`src/rtl/zombie_pkg.sv`:
```
// rtl/zombie_pkg.sv - shared types and constants for the zombie motion scheduler
package zombie_pkg;

    localparam int LANE_COUNT   = 5;
    localparam int SCREEN_X_MAX = 639;

    typedef struct packed {
        logic       active;
        logic [9:0] x;
        logic [2:0] row;
    } slot_t;

    typedef enum logic [1:0] {
        ST_IDLE = 2'd0,
        ST_SCAN = 2'd1,
        ST_DONE = 2'd2
    } sched_state_t;

    // Lanes above the last one are pinned to the last lane
    function automatic logic [2:0] clamp_row(input logic [2:0] row);
        return (row > 3'(LANE_COUNT - 1)) ? 3'(LANE_COUNT - 1) : row;
    endfunction

endpackage

```
`src/rtl/zombie_slot_alloc.sv`:
```
// rtl/zombie_slot_alloc.sv - lowest-index free slot priority encoder
module zombie_slot_alloc #(
    parameter int NUM_SLOTS = 8
) (
    input  logic [NUM_SLOTS-1:0]         active_i,
    output logic                         valid_o,
    output logic [$clog2(NUM_SLOTS)-1:0] idx_o
);

    localparam int IDX_W = $clog2(NUM_SLOTS);

    // Walk downward so the lowest free index is the last one written
    always_comb begin
        valid_o = 1'b0;
        idx_o   = '0;
        for (int i = NUM_SLOTS - 1; i >= 0; i--) begin
            if (!active_i[i]) begin
                valid_o = 1'b1;
                idx_o   = IDX_W'(i);
            end
        end
    end

endmodule

```
`src/rtl/zombie_motion_scheduler.sv`:
```
// rtl/zombie_motion_scheduler.sv - time-multiplexed sprite motion scheduler
module zombie_motion_scheduler
    import zombie_pkg::*;
#(
    parameter int NUM_SLOTS = 8,
    parameter int X_SPAWN   = 639,
    parameter int X_MIN     = 0,
    parameter int X_STEP    = 1,
    parameter int FRAME_DIV = 2
) (
    input  logic                         Clk,
    input  logic                         Reset,
    input  logic                         frame_tick,
    input  logic                         spawn_req,
    input  logic [2:0]                   spawn_row,
    output logic                         spawn_ack,
    output logic [$clog2(NUM_SLOTS)-1:0] spawn_idx,
    input  logic                         kill_req,
    input  logic [$clog2(NUM_SLOTS)-1:0] kill_idx,
    input  logic [$clog2(NUM_SLOTS)-1:0] rd_idx,
    output logic [9:0]                   rd_x,
    output logic [2:0]                   rd_row,
    output logic                         rd_active,
    output logic                         busy,
    output logic                         house_hit,
    output logic                         overrun,
    output logic [4:0]                   active_count
);

    localparam int IDX_W = $clog2(NUM_SLOTS);

    sched_state_t     state_q, state_d;
    logic [3:0]       div_cnt_q, div_cnt_d;
    logic [IDX_W-1:0] scan_idx_q, scan_idx_d;
    logic             overrun_q, overrun_d;

    slot_t            slots_q [NUM_SLOTS];
    slot_t            slots_d [NUM_SLOTS];
    logic             house_hit_q, house_hit_d;
    logic             spawn_ack_q, spawn_ack_d;
    logic [IDX_W-1:0] spawn_idx_q, spawn_idx_d;
    logic [4:0]       count_q, count_d;
    logic [9:0]       rd_x_q;
    logic [2:0]       rd_row_q;
    logic             rd_active_q;

    logic [NUM_SLOTS-1:0] slot_active;
    logic                 alloc_valid;
    logic [IDX_W-1:0]     alloc_idx;
    logic                 spawn_go;
    logic                 kill_hit;
    logic                 scan_kill;

    for (genvar g = 0; g < NUM_SLOTS; g++) begin : g_active
        assign slot_active[g] = slots_q[g].active;
    end

    zombie_slot_alloc #(.NUM_SLOTS(NUM_SLOTS)) u_alloc (
        .active_i (slot_active),
        .valid_o  (alloc_valid),
        .idx_o    (alloc_idx)
    );

    assign spawn_go  = (state_q == ST_IDLE) && !frame_tick && spawn_req && alloc_valid;
    assign kill_hit  = kill_req && slots_q[kill_idx].active;
    assign scan_kill = kill_req && (kill_idx == scan_idx_q);

    // Frame divider and scan sequencing; a tick mid-scan only flags overrun
    always_comb begin
        state_d    = state_q;
        div_cnt_d  = div_cnt_q;
        scan_idx_d = scan_idx_q;
        overrun_d  = overrun_q;
        case (state_q)
            ST_IDLE: begin
                if (frame_tick) begin
                    if (div_cnt_q == 4'(FRAME_DIV - 1)) begin
                        div_cnt_d  = '0;
                        scan_idx_d = '0;
                        state_d    = ST_SCAN;
                    end else begin
                        div_cnt_d = div_cnt_q + 4'd1;
                    end
                end
            end
            ST_SCAN: begin
                if (frame_tick) begin
                    overrun_d = 1'b1;
                end
                if (scan_idx_q == IDX_W'(NUM_SLOTS - 1)) begin
                    state_d = ST_DONE;
                end else begin
                    scan_idx_d = scan_idx_q + 1'b1;
                end
            end
            ST_DONE: state_d = ST_IDLE;
            default: state_d = ST_IDLE;
        endcase
    end

    // Slot table update: kill first, then the shared step/compare, then spawn
    always_comb begin
        slots_d     = slots_q;
        house_hit_d = 1'b0;
        spawn_ack_d = 1'b0;
        spawn_idx_d = spawn_idx_q;
        if (kill_req) begin
            slots_d[kill_idx] = '0;
        end
        if ((state_q == ST_SCAN) && !scan_kill && slots_q[scan_idx_q].active) begin
            if ({1'b0, slots_q[scan_idx_q].x} <= 11'(X_MIN + X_STEP)) begin
                slots_d[scan_idx_q] = '0;
                house_hit_d         = 1'b1;
            end else begin
                slots_d[scan_idx_q].x = slots_q[scan_idx_q].x - 10'(X_STEP);
            end
        end
        if (spawn_go) begin
            slots_d[alloc_idx] = '{active: 1'b1, x: 10'(X_SPAWN), row: clamp_row(spawn_row)};
            spawn_ack_d        = 1'b1;
            spawn_idx_d        = alloc_idx;
        end
        count_d = count_q + 5'(spawn_go) - 5'(kill_hit) - 5'(house_hit_d);
    end

    // State registers; read port samples the table before this edge's update
    always_ff @(posedge Clk) begin
        if (Reset) begin
            state_q     <= ST_IDLE;
            div_cnt_q   <= '0;
            scan_idx_q  <= '0;
            overrun_q   <= 1'b0;
            house_hit_q <= 1'b0;
            spawn_ack_q <= 1'b0;
            spawn_idx_q <= '0;
            count_q     <= '0;
            rd_x_q      <= '0;
            rd_row_q    <= '0;
            rd_active_q <= 1'b0;
            for (int i = 0; i < NUM_SLOTS; i++) begin
                slots_q[i] <= '0;
            end
        end else begin
            state_q     <= state_d;
            div_cnt_q   <= div_cnt_d;
            scan_idx_q  <= scan_idx_d;
            overrun_q   <= overrun_d;
            house_hit_q <= house_hit_d;
            spawn_ack_q <= spawn_ack_d;
            spawn_idx_q <= spawn_idx_d;
            count_q     <= count_d;
            rd_x_q      <= slots_q[rd_idx].x;
            rd_row_q    <= slots_q[rd_idx].row;
            rd_active_q <= slots_q[rd_idx].active;
            slots_q     <= slots_d;
        end
    end

    assign busy         = (state_q != ST_IDLE);
    assign spawn_ack    = spawn_ack_q;
    assign spawn_idx    = spawn_idx_q;
    assign house_hit    = house_hit_q;
    assign overrun      = overrun_q;
    assign active_count = count_q;
    assign rd_x         = rd_x_q;
    assign rd_row       = rd_row_q;
    assign rd_active    = rd_active_q;

endmodule

```
`config.mk`:
```
export PLATFORM = sky130hd
export DESIGN_NAME = zombie_motion_scheduler
export DESIGN_NICKNAME = d
export VERILOG_FILES = /design/src/rtl/zombie_pkg.sv /design/src/rtl/zombie_slot_alloc.sv /design/src/rtl/zombie_motion_scheduler.sv
export SDC_FILE = /design/constraint.sdc
export NUM_CORES = 1
export LEC_CHECK = 0
export BUFFER_PORTS_ARGS = -buffer_cell sky130_fd_sc_hd__clkbuf_2
export CAP_MARGIN = 25
export CORE_ASPECT_RATIO = 2
export CORE_MARGIN = 3
export CORE_UTILIZATION = 30
export CTS_CLUSTER_DIAMETER = 150
export DETAILED_ROUTE_END_ITERATION = 8
export GPL_TIMING_DRIVEN = 0
export SLEW_MARGIN = 0
export SYNTH_ARGS = -nofsm -noshare
export SYNTH_HDL_FRONTEND = slang
export SYNTH_HIERARCHICAL = 1
export SYNTH_SLANG_ARGS = --single-unit
```
`constraint.sdc`:
```
create_clock -name Clk -period 4.1 [get_ports Clk]
set_input_delay 0.82 -clock Clk [delete_from_list [all_inputs] [get_ports Clk]]
set_output_delay 0.82 -clock Clk [all_outputs]
set_load 0.05 [all_outputs]
```
# == Word level (Yosys, flattened, before mapping) ==
# Index checks and enable logic that the tools add are counted.
# classes
n_mux,52
n_lt_le_gt_ge,9
n_addsub,6
n_eq_ne,8
bitwise,8
reduce_logical,19
# ops
operator,n
2-to-1 mux 112 bit,4
AND 112 bit,2
bitwise mux 112 bit,2
inverter 112 bit,2
demux 14 bit (select 3 bit),4
binary-select mux 14 bit (select 3 bit),3
2-to-1 mux 14 bit,9
2-to-1 mux 3 bit,12
greater-or-equal comparator 4 bit (second input constant),4
inverter 3 -> 4 bit,4
2-to-1 mux 13 bit,1
< comparator 4 x 1 -> 1 bit (second input constant),3
2-to-1 mux 1 bit,11
<= comparator 10 x 1 -> 1 bit (second input constant),1
logical AND 1 bit,10
subtractor 10 x 1 -> 10 bit (second input constant),1
subtractor 5 x 1 -> 5 bit,2
2-to-1 mux 2 bit,3
inequality test 2 bit (second input constant),3
one-hot mux 3 bit (2 select lines),1
adder 5 x 1 -> 5 bit,1
adder 4 x 1 -> 4 bit (second input constant),1
equality test 4 x 1 -> 1 bit (second input constant),1
2-to-1 mux 4 bit,1
other kinds (13),16
# totals
inputBits,14
ff_bits,146
elab_cells,137
out_inout_bits,26

# == Logic depth before layout (Yosys ltp) ==
# Gate-level depths: netlist of the first run.
# depth
word_depth,15
mapped_depth,20
depth_no_buf,16

# == Cells and area by module ==
# Netlist of the first run, hierarchy kept.
# modules_own_cells
module,seq_area_each_um2,n_inst,area_each_um2,cells_per_inst
zombie_motion_scheduler,2922.8,1,7587.3,812
zombie_slot_alloc,0.0,1,78.8,16

# == Least setup slack after synthesis of the first run ==
# No wires, ideal clock.
# synth_timing
path_type,register to register
start,reg scan_idx_q[1]
end,reg count_q[3] (netlist: active_count[3])
setup_slack_ns,-0.343
required_time_ns,3.972
period_less_slack_ns,4.443
path_buffers,3
stages_incl_launch_ff,19
setup_time_ns,0.128
arrival_time_ns,4.315
path_cell_list,dfxtp_1 buf_6 buf_6 mux4_2 mux2i_1 ha_1 or2_2 nand4_1 or4_1 clkbuf_1 nor3_1 fa_1 inv_1 ha_1 ha_1 inv_1 fa_1 xor2_1 nor2_1
# synth_between
elab_chain_len,8
elab_cells_between_ends,13
cone_classes,add/sub (1); order compare (1); eq/ne (1); mux (5); bitwise (1); reduce/logical (4)
# synth_rtl
item,line,source
start: declaration,zombie_motion_scheduler.sv:34,"logic [IDX_W-1:0] scan_idx_q, scan_idx_d;"
start signal: assignment,zombie_motion_scheduler.sv:146,scan_idx_q <= scan_idx_d;
inverter 3 -> 4 bit (implied by the code),"zombie_motion_scheduler.sv:110, zombie_motion_scheduler.sv:111",
binary-select mux 14 bit (select 3 bit),"zombie_motion_scheduler.sv:110, zombie_motion_scheduler.sv:111",
2-to-1 mux 14 bit (implied by the code) (2 in series),zombie_motion_scheduler.sv:111,"if ({1'b0, slots_q[scan_idx_q].x} <= 11'(X_MIN + X_STEP)) begin"
<= comparator 10 x 1 -> 1 bit,zombie_motion_scheduler.sv:111,
2-to-1 mux 1 bit,zombie_motion_scheduler.sv:111,
2-to-1 mux 1 bit (*),zombie_motion_scheduler.sv:110,if ((state_q == ST_SCAN) && !scan_kill && slots_q[scan_idx_q].active) begin
net house_hit_d,zombie_motion_scheduler.sv:39,"logic house_hit_q, house_hit_d;"
subtractor 5 x 1 -> 5 bit (*),zombie_motion_scheduler.sv:123,count_d = count_q + 5'(spawn_go) - 5'(kill_hit) - 5'(house_hit_d);
end signal: assignment,zombie_motion_scheduler.sv:151,count_q <= count_d;
end: declaration,zombie_motion_scheduler.sv:42,"logic [4:0] count_q, count_d;"
# Mark *: on every way through the listed nets, which the timed path passes. The rest lies on a longest branch. The select of a mux whose other input is x is not followed.
# A chain may end at the register's enable or synchronous reset.

# == Worst setup path in the final report of the first run ==
# layout_timing
start,reg scan_idx_q[1]
end,reg count_q[2] (netlist: active_count[2])
# The elaborated chain is that of the path after synthesis.

==> out/metrics.yaml, run 1 <==
status: "finished clean"
fin_ws_ps: 72.5
gp_congestion: 0.967
drtIter0Drc: 741
synth_fp_nets: 853
cts_made_buffers: 17
drt.antenna.violating_nets: 0
finalHoldViolCount: 0
grtUsageTotal_pct: 23.9
final-setup-viol-count: 0
cp-start-kind: "flop"
drc_errors: 0
netlist_area_um2: 7670
worstPathArrival_ps: 4330
maxSlewHeadroom_pct: 20.0
critPathKind: "reg2reg"
grt_pass1_vias: 7543
die_w_um: 119
viasPerCell: 5.91
yosysUniqueCellTypes: 59
finalClockSkew_ps: 10.3
clk_latency_ps: 450
hold_path_class: "reg2reg"
peakVddDrop_uv: 227
clock-root-buffer: "clkbuf_16"
period_minus_slack_ps: 4030
rsz0062_at_grt: "true"
p_per_area_nw_per_um2: 385
core_area_um2: 25100
grt_pass1_wl_um: 47800
htree_levels: 4
wl_per_cell_um: 26.0
cp-end-kind: "flop"
final_area_um2: 9300
nNetsFinal: 934
worstSetupStartpoint: "scan_idx_q[1]"
clkSinkCount: 146
reg2reg_from: "scan_idx_q[1]"
area_growth_syn_to_layout_pct: 21.3
synth_edf_count: 0
place_area_um2: 8390
ioPinCount: 40
finalCritPeriodShare_pct: 98.2
diodes: 0
start_util_pct: 30.5
antenna_found_initial: 0
synth_seq_cells: 146
drive_above_1_share_pct: 21.7
port_buffers: 31
syn_avg_cell_area_um2: 9.26
max_freq_mhz: 248
tightestPinTransition_ps: 1190
synth_seq_area_share_pct: 38.1
dieHeight_um: 232
r2r_cells: 16
first_pass_iters: 7
overflow: 0
cts.reportedPaths.clkPinSlew_ps: 60
cts_hold_buf: 0
required_ps: 4400
synth_flop_cell: "dfxtp_1"
die_area_um2: 27600
num_rows: 82
reg2reg_slack_ps: 70
async_reset_ff_share_pct: 0
via_count: 7438
detailed_place_hpwl_um: 23400
synthesis.instances: 828
r2r-end: "active_count[2]"
yosys_warnings: 6
place_worst_setup_slack_ps: -730
p_total_uw: 3580
totalWireLength_um: 32700
cts_tree: "done"
cts_buffer_depth: 2
p_leak_uw: 0.00321
maxCapViolCount: 0
finalMaxSlewViolations: 0
hp-start: "slots_q[16]"
path_max_fanout: 9
grt_max_degree: 17
cp-endpoint: "active_count[2]"
## worst max-delay path, stage by stage, from the launching register on
cell     delay (ps)
dfxtp_2         360
buf_12          120
buf_12          150
mux4_2          530
mux2i_4         240
ha_4            170
or2_2           120
nand4_1         100
or4_4           510
nor3_4          150
fa_1            410
inv_1            70
ha_1            140
ha_2            180
inv_1            50
fa_2            510
nor2_1           40
## routing by layer
layer / GRT usage (%) / vias to the layer above / share of wire, %
li1: - / 3225 / -
met1: 22.4 / 3570 / 30
met2: 42.2 / 441 / 52
met3: 4.56 / 202 / 6.2
met4: 23.4 / 0 / 12
met5: 0 / - / 0
## synth_stat cells (all sizes together), types with 3 or more instances
master	n	area share [%]
a21boi	4	0.39
a21oi	82	5.4
a221oi	24	3.0
a22oi	8	0.78
a31oi	33	2.7
and2	5	0.41
and3	9	0.73
buf	23	1.7
clkbuf	43	2.1
dfxtp	146	38
ha	9	1.5
inv	17	0.83
mux2	6	0.88
mux2i	28	4.1
mux4	49	14
nand2	85	4.2
nand2b	3	0.24
nand3	45	3.0
nand4	9	0.73
nor2	102	5.0
nor2b	14	1.1
nor3	15	1.2
nor3b	3	0.29
nor4	6	0.73
o21a	6	0.59
o21ai	7	0.46
o22ai	6	0.49
o31ai	3	0.29
o41ai	3	0.54
or3	4	0.33
or4	3	0.29
xnor2	5	0.57
xor2	6	0.69
## registers in the layout, indices dropped and copies added, names as in the netlist
register and cells:
house_hit 1, rd_active 1, active_count 5, slot_active 8, spawn_idx 3, spawn_ack 1
rd_row 3, state_q 2, scan_idx_q 3, div_cnt_q 4, overrun 1, rd_x 10
slots_q 104
## area by class of cell
| class | count | area [um^2] |
|---|---|---|
| repair buffers | 63 | 447 |
| multi-input cells | 599 | 4510 |
| clock inverters | 12 | 108 |
| inverters | 17 | 63.8 |
| flip-flops and latches | 146 | 2920 |
| fillers | 2540 | 15800 |
| clock buffers | 20 | 457 |
| well taps | 336 | 420 |
| plain buffers | 65 | 363 |
## report_power, final
part	switching, uW	total, uW	internal [uW]
sequential	18.4	1460	1440
clock	656	1520	866
combinational	398	593	195
total	1070	3580	2500
## worst min path at each step
stage	end	slack (ps)	cells past startpoint
5_1_grt	slots_q[86]	490	2
3_3_place_gp	slots_q[86]	450	2
4_1_cts	slots_q[16]	470	2
6_report	slots_q[16]	470	2
2_1_floorplan	slots_q[14]	440	2
3_5_place_dp	spawn_idx[1]	460	2
## cells in the final DEF, fill, tap and decap left out, types with 4 or more instances in the layout
cell type / n
buf_4: 26
a22oi_1: 8
a31oi_1: 33
o22ai_1: 6
clkbuf_1: 43
dfxtp_1: 145
buf_2: 7
clkinv_2: 4
nand3_1: 44
nand4_1: 9
ha_1: 6
clkbuf_16: 17
mux2_2: 6
xor2_1: 6
and2_1: 5
nor2_1: 102
mux4_2: 49
nor3_1: 10
nor2b_1: 14
nor3_2: 4
or3_1: 4
buf_6: 6
o21a_1: 6
nand2_1: 85
o21ai_0: 5
buf_12: 4
xnor2_1: 5
and3_1: 9
inv_1: 16
clkbuf_2: 31
a221oi_1: 21
mux2i_1: 21
a21oi_1: 82
mux2i_4: 6
buf_1: 7
## metrics by stage
step	hold slack, ps	TNS, ps	instances	util [%]
2_1_floorplan	440	0	828	-
3_3_place_gp	448	-5450	1195	32.9
3_5_place_dp	456	-2780	1201	33.4
4_1_cts	466	-6.39	1253	36.7
5_1_grt	489	-109	1258	37.0
6_report	467	0	1258	37.0
## cell families (layout without fill, tap and decap cells)
group	Yosys count	in the layout	synth area share [%]
AOI/OAI and AO/OA	187	187	15.9
xor gates and xnor gates	11	11	1.26
adders and majority gates	11	11	1.99
buffers and inverters	83	177	4.67
DFF	146	146	38.1
muxes	83	83	19.4
and+or+nand+nor	307	307	18.7
## what timing repair did
item / CTS / global route
resized for setup: 25 / 7
pin swaps: 3 / 1
setup endpoints to repair: 19 / 11
buffers inserted: 21 / 3
No activity file was read; power rests on OpenSTA's default activity.
==> run 2, diff against run 1 <==
- REMOVE_ABC_BUFFERS: unset -> 1
- clock period: 4.1 -> 4.16 ns (I/O delays scaled with it)
==> run 2 against run 1 <==
Effect of this change:
- global-route usage down 4.9 points
- setup slack better by 29 ps
- maximum frequency down 0.76%
- sequential power about the same
- critical endpoint is now active_count[3]
- largest cell class unchanged
==> out/metrics.yaml, run 2 (synthesis gave the netlist of run 1 again) <==
critPathMaxStageDelay_ps: 560  # was 530 ps
finalMaxSlewViolations: 0  # unchanged
cts_hold_buf: 0  # unchanged
maxSlewHeadroom_pct: 21.5  # was 20.0%
required_ps: 4460  # was 4400 ps
first_pass_iters: 7  # unchanged
gp_congestion: 0.862  # was 0.967
layout_commonest_cell: "dfxtp_1"  # unchanged
p_per_area_nw_per_um2: 380  # was 385 nW/um^2
finalCritPeriodShare_pct: 97.6  # was 98.2%
p_switching_uw: 964  # was 1070 uW
critPathKind: "reg2reg"  # unchanged
grt_max_degree: 144  # was 17
die_area_um2: 27600  # unchanged
grt_pass1_vias: 6750  # was 7,543
drtIter0Drc: 574  # was 741
dieHeight_um: 232  # unchanged
viasPerCell: 5.70  # was 5.91
cp-end-kind: "flop"  # unchanged
htree_levels: 4  # unchanged
use_met1_pct: 17.9  # was 22.4%
cp_top_family: "adder cells"  # unchanged
place_area_um2: 8220  # was 8390 um^2
clkSinkCount: 146  # unchanged
peakVddDrop_uv: 204  # was 227 uV
final_core_util_pct: 35.6  # was 37.0%
busiest_layer: "met2"  # unchanged
grtUsageMet2_pct: 34.8  # was 42.2%
port_buffers: 39  # was 31
grt_pass1_wl_um: 39400  # was 47,800 um
maxCapViolCount: 0  # unchanged
finalHoldViolCount: 0  # unchanged
cts_tree: "done"  # unchanged
die_w_um: 119  # unchanged
final_area_um2: 8950  # was 9300 um^2
grtUsageTotal_pct: 19.0  # was 23.9%
p_leak_uw: 0.00311  # was 0.00321 uW
finalClockSkew_ps: 8.59  # was 10.3 ps
cp_slowest_cell: "mux4_2"  # unchanged
clk_latency_ps: 450  # about the same
nNetsFinal: 873  # was 934
final-setup-viol-count: 0  # unchanged
drive_above_1_share_pct: 21.9  # was 21.7%
use_met3_pct: 3.80  # was 4.56%
drt.antenna.violating_nets: 0  # unchanged
power_frac_seq_pct: 42.4  # was 40.9%
pwr-share-clk_pct: 43.1  # was 42.6%
antenna_found_initial: 0  # unchanged
status: "finished clean"  # unchanged
detailed_place_hpwl_um: 17600  # was 23,400 um
start_util_pct: 30.5  # unchanged
worstPathArrival_ps: 4360  # was 4330 ps
crit_path_cell_trace: "mux4_2 > mux2i_4 > buf_4 > inv_1 > ha_1 > or2_2 > nand4_1 > or4_4 > nor3_4 > fa_1 > ha_1 > inv_1 > ha_1 > inv_1 > fa_1 > xor2_1 > nor2_1"  # was buf_12 > buf_12 > mux4_2 > mux2i_4 > ha_4 > or2_2 > nand4_1 > or4_4 > nor3_4 > fa_1 > inv_1 > ha_1 > ha_2 > inv_1 > fa_2 > nor2_1
path_max_fanout: 6  # was 9
totalWireLength_um: 26500  # was 32,700 um
tightestPinTransition_ps: 1170  # was 1190 ps
num_rows: 82  # unchanged
diodes: 0  # unchanged
rsz0062_at_grt: "true"  # unchanged
cts_made_buffers: 17  # unchanged
cts.reportedPaths.clkPinSlew_ps: 60  # about the same
area_growth_syn_to_layout_pct: 16.8  # was 21.3%
switching_share_pct: 28.3  # was 30.0%
ioPinCount: 40  # unchanged
cp-start-kind: "flop"  # unchanged
p_comb_share_pct: 14.5  # was 16.6%
p_int_uw: 2440  # was 2500 uW
cts_buffer_depth: 2  # unchanged
wl_per_cell_um: 22.2  # was 26.0 um
largest-register: "slots_q"  # unchanged
drc_errors: 0  # unchanged
largest_reg_flops: 104  # unchanged
overflow: 0  # unchanged
hold_path_class: "reg2reg"  # unchanged
period_minus_slack_ps: 4060  # was 4030 ps
path_buf_inv: 4  # unchanged
via_count: 6812  # was 7,438
core_area_um2: 25100  # unchanged
clock-root-buffer: "clkbuf_16"  # unchanged
mostFrequentLayoutCells: "dfxtp_1 (143), nor2_1 (100), nand2_1 (85), a21oi_1 (82), mux4_2 (49)"  # was dfxtp_1 (145), nor2_1 (102), nand2_1 (85), a21oi_1 (82), mux4_2 (49)
max_freq_mhz: 246  # was 248 MHz
-- run 2: changes by cell type in the layout (fill, tap and decap cells not counted), sizes merged --
cell	previous run	this run
clkinvlp	3	4
buf	54	28
clkbuf	94	60
inv	19	17
clkinv	6	4
-- run 2: per-layer routing --
metal	share of wire [%]	routed length [um]
met1	33	8680
met5	0	0
met4	8.5	2250
met3	6.0	1600
met2	53	14000
-- run 2: worst min-delay path, delay by kind of cell, from the launching register on --
family,cells,cell delay (ps)
DFF,1,310
and+or+nand+nor,1,50
AOI/OAI and AO/OA,1,50
-- run 2: final cells by class --
cell class	instances	area, um^2
Fill cell	2546	16200
Multi-Input combinational cell	599	4480
Sequential cell	146	2930
Timing Repair Buffer	67	495
Clock buffer	21	470
Tap cell	336	420
Clock inverter	9	83.8
Inverter	17	63.8
-- run 2: what timing repair did --
item | 4_1_cts | 5_1_grt
setup endpoints to repair | 13 | 2
pin swaps | 1 | 2
gates resized for setup | 12 | 2
cloned | 0 | 0
buffers inserted | 13 | 0
-- run 2: final timing paths --
kind | start | to | slack, ps | cells past startpoint
max | scan_idx_q[1] | active_count[3] | 100 | 17
min | spawn_idx[2] | spawn_idx[2] | 460 | 2
max reg2reg | scan_idx_q[1] | active_count[3] | 100 | 17
min reg2reg | spawn_idx[2] | spawn_idx[2] | 460 | 2
-- run 2: through the flow --
step / setup TNS [ps] / hold WS (ps) / cells / worst slack, ps / power (uW)
after CTS: 0 / 465 / 1195 / 2.85 / 3420
final: 0 / 464 / 1195 / 102 / 3400
after global placement: -116190 / 443 / 1137 / -1960 / 1920
after global routing: -84.5 / 482 / 1195 / -84.5 / 3510
after floorplan: -2660 / 434 / 762 / -777 / 1760
after detailed placement: -5500 / 451 / 1152 / -1300 / 1930
-- run 2: power groups by stage --
| stage | clock network (uW) | registers (uW) | logic [uW] |
|---|---|---|---|
| CTS | 1490 | 1440 | 488 |
| global route | 1540 | 1440 | 530 |
| global placement | 0 | 1480 | 435 |
| detailed placement | 0 | 1480 | 450 |
| finish | 1470 | 1440 | 494 |
| floorplan | 0 | 1500 | 256 |
==> run 3, diff against run 2 <==
- CORE_UTILIZATION: 30 -> 55
- GPL_TIMING_DRIVEN: 0 -> unset
- PLACE_DENSITY: unset -> 0.73
- SKIP_CTS_REPAIR_TIMING: unset -> 1
==> run 3 against run 2 <==
Effect of this change:
- die area is 44% lower
- sequential cell count did not move
- core utilization is 29 points higher
- critical path depth down 2
- register-to-register slack improved by 80 ps
- non-clock buffer count rose by 20
- clock power about the same
- combinational power rose by 3%
- count of clock-buffer cells in the layout shrank 3
- critical endpoint is now active_count[2]
- via count is 5.8% higher
- global-route usage rose by 15 points
==> out/metrics.yaml, run 3 (synthesis gave the netlist of run 1 again) <==
diodes: 0  # unchanged
period_minus_slack_ps: 3980  # was 4060 ps
peakVddDrop_uv: 280  # was 204 uV
finalHoldViolCount: 0  # unchanged
use_met1_pct: 38.7  # was 17.9%
finalClockSkew_ps: 9.62  # was 8.59 ps
clk_latency_ps: 430  # was 450 ps
largest-register: "slots_q"  # unchanged
place_worst_setup_slack_ps: -263  # was -1300 ps
cts.reportedPaths.clkPinSlew_ps: 60  # about the same
die_area_um2: 15500  # was 27,600 um^2
p_per_area_nw_per_um2: 389  # was 380 nW/um^2
ioPinCount: 40  # unchanged
overflow: 0  # unchanged
clkSinkCount: 146  # unchanged
cts_made_buffers: 17  # unchanged
mostFrequentLayoutCells: "dfxtp_1 (144), nor2_1 (102), nand2_1 (85), a21oi_1 (82), mux4_2 (49)"  # was dfxtp_1 (143), nor2_1 (100), nand2_1 (85), a21oi_1 (82), mux4_2 (49)
finalCritPeriodShare_pct: 95.7  # was 97.6%
grt_pass1_vias: 7271  # was 6,750
drive_above_1_share_pct: 23.0  # was 21.9%
drtIter0Drc: 779  # was 574
num_rows: 60  # was 82
critPathKind: "reg2reg"  # unchanged
antenna_found_initial: 0  # unchanged
maxCapViolCount: 0  # unchanged
nNetsFinal: 893  # was 873
required_ps: 4460  # about the same
core_area_um2: 13600  # was 25,100 um^2
hold_path_class: "reg2reg"  # unchanged
via_count: 7208  # was 6,812
crit_path_cell_trace: "mux4_2 > mux2i_4 > ha_2 > or2_2 > nand4_1 > or4_4 > nor3_4 > buf_4 > fa_1 > inv_1 > ha_1 > ha_2 > inv_1 > fa_2 > nor2_1"  # was mux4_2 > mux2i_4 > buf_4 > inv_1 > ha_1 > or2_2 > nand4_1 > or4_4 > nor3_4 > fa_1 > ha_1 > inv_1 > ha_1 > inv_1 > fa_1 > xor2_1 > nor2_1
max_freq_mhz: 251  # was 246 MHz
viasPerCell: 6.76  # was 5.70
p_leak_uw: 0.00317  # was 0.00311 uW
tightestPinTransition_ps: 956  # was 1170 ps
final-setup-viol-count: 0  # unchanged
grtUsageTotal_pct: 34.1  # was 19.0%
clock-root-buffer: "clkbuf_16"  # unchanged
setup_tns_ps: 0  # unchanged
area_growth_syn_to_layout_pct: 14.8  # was 16.8%
path_buf_inv: 3  # was 4
largest_reg_flops: 104  # unchanged
fill_cells: 1147  # was 2,546
hold_slack_ps: 459  # was 464 ps
grt_max_degree: 60  # was 144
cp-start-kind: "flop"  # unchanged
cp-end-kind: "flop"  # unchanged
status: "finished clean"  # unchanged
start_util_pct: 56.4  # was 30.5%
busiest_layer: "met2"  # unchanged
use_met3_pct: 5.63  # was 3.80%
totalWireLength_um: 25700  # was 26,500 um
htree_levels: 4  # unchanged
dp.cells: 1034  # was 1,152
maxSlewHeadroom_pct: 36.0  # was 21.5%
grtUsageMet2_pct: 56.4  # was 34.8%
grt_pass1_wl_um: 39500  # was 39,400 um
first_pass_iters: 7  # unchanged
wl_per_cell_um: 24.1  # was 22.2 um
rsz0062_at_grt: "false"  # was true
drc_errors: 0  # unchanged
layout_commonest_cell: "dfxtp_1"  # unchanged
port_buffers: 39  # unchanged
detailed_place_hpwl_um: 17300  # was 17,600 um
dieHeight_um: 173  # was 232 um
cts_buffer_depth: 2  # unchanged
fin_ws_ps: 181  # was 102 ps
path_max_fanout: 6  # unchanged
cts_tree: "done"  # unchanged
cp_slowest_cell: "mux4_2"  # unchanged
gp_congestion: 0.957  # was 0.862
layoutNonFillerInstCount: 1066  # was 1,195
worstPathArrival_ps: 4280  # was 4360 ps
cp_top_family: "adder cells"  # unchanged
critPathMaxStageDelay_ps: 550  # was 560 ps
die_w_um: 89.5  # was 119 um
drt.antenna.violating_nets: 0  # unchanged
finalMaxSlewViolations: 0  # unchanged
run 3: worst reg2reg max path, delay by kind of cell, from the launching register on:
kind                       cells  cell delay (ps)
adders and majority gates      5             1440
buffers and inverters          3              260
DFF                            1              410
muxes                          2              740
and+or+nand+nor                5              990
run 3: worst paths after layout:
path,start,end,slack (ps),depth (start not counted)
worst min-delay path,spawn_idx[2],spawn_idx[2],460,2
worst min register to register,spawn_idx[2],spawn_idx[2],460,2
worst max register to register,scan_idx_q[1],active_count[2],180,15
worst max-delay path,scan_idx_q[1],active_count[2],180,15
run 3: where the power goes:
group / switching, uW / internal, uW / total [uW]
clock network: 639 / 831 / 1470
registers: 19.1 / 1420 / 1440
logic: 340 / 170 / 510
total: 997 / 2420 / 3420
run 3: layout make-up:
cell class                 count  area, um^2  area share (%)
multi-input combinational    599        4440            50.4
sequential                   146        2930            33.3
timing repair buffer          87         578            6.57
clock buffer                  18         429            4.88
tap                          186         233            2.65
clock inverter                13         130            1.48
inverter                      17        63.8           0.725
run 3: stage by stage:
| step | utilization (%) | cell area [um^2] | total power, uW |
|---|---|---|---|
| finish | 64.7 | 8800 | 3420 |
| global route | 64.7 | 8800 | 3520 |
| CTS | 64.3 | 8730 | 3400 |
| detailed placement | 60.2 | 8170 | 1960 |
| global placement | 60.2 | 8170 | 1950 |
| floorplan | - | 7370 | 1760 |
run 3: routing by layer:
metal / vias up / part of all wire [%]
li1: 3125 / -
met5: - / 0
met2: 503 / 50
met1: 3429 / 33
met3: 151 / 8.1
met4: 0 / 8.2
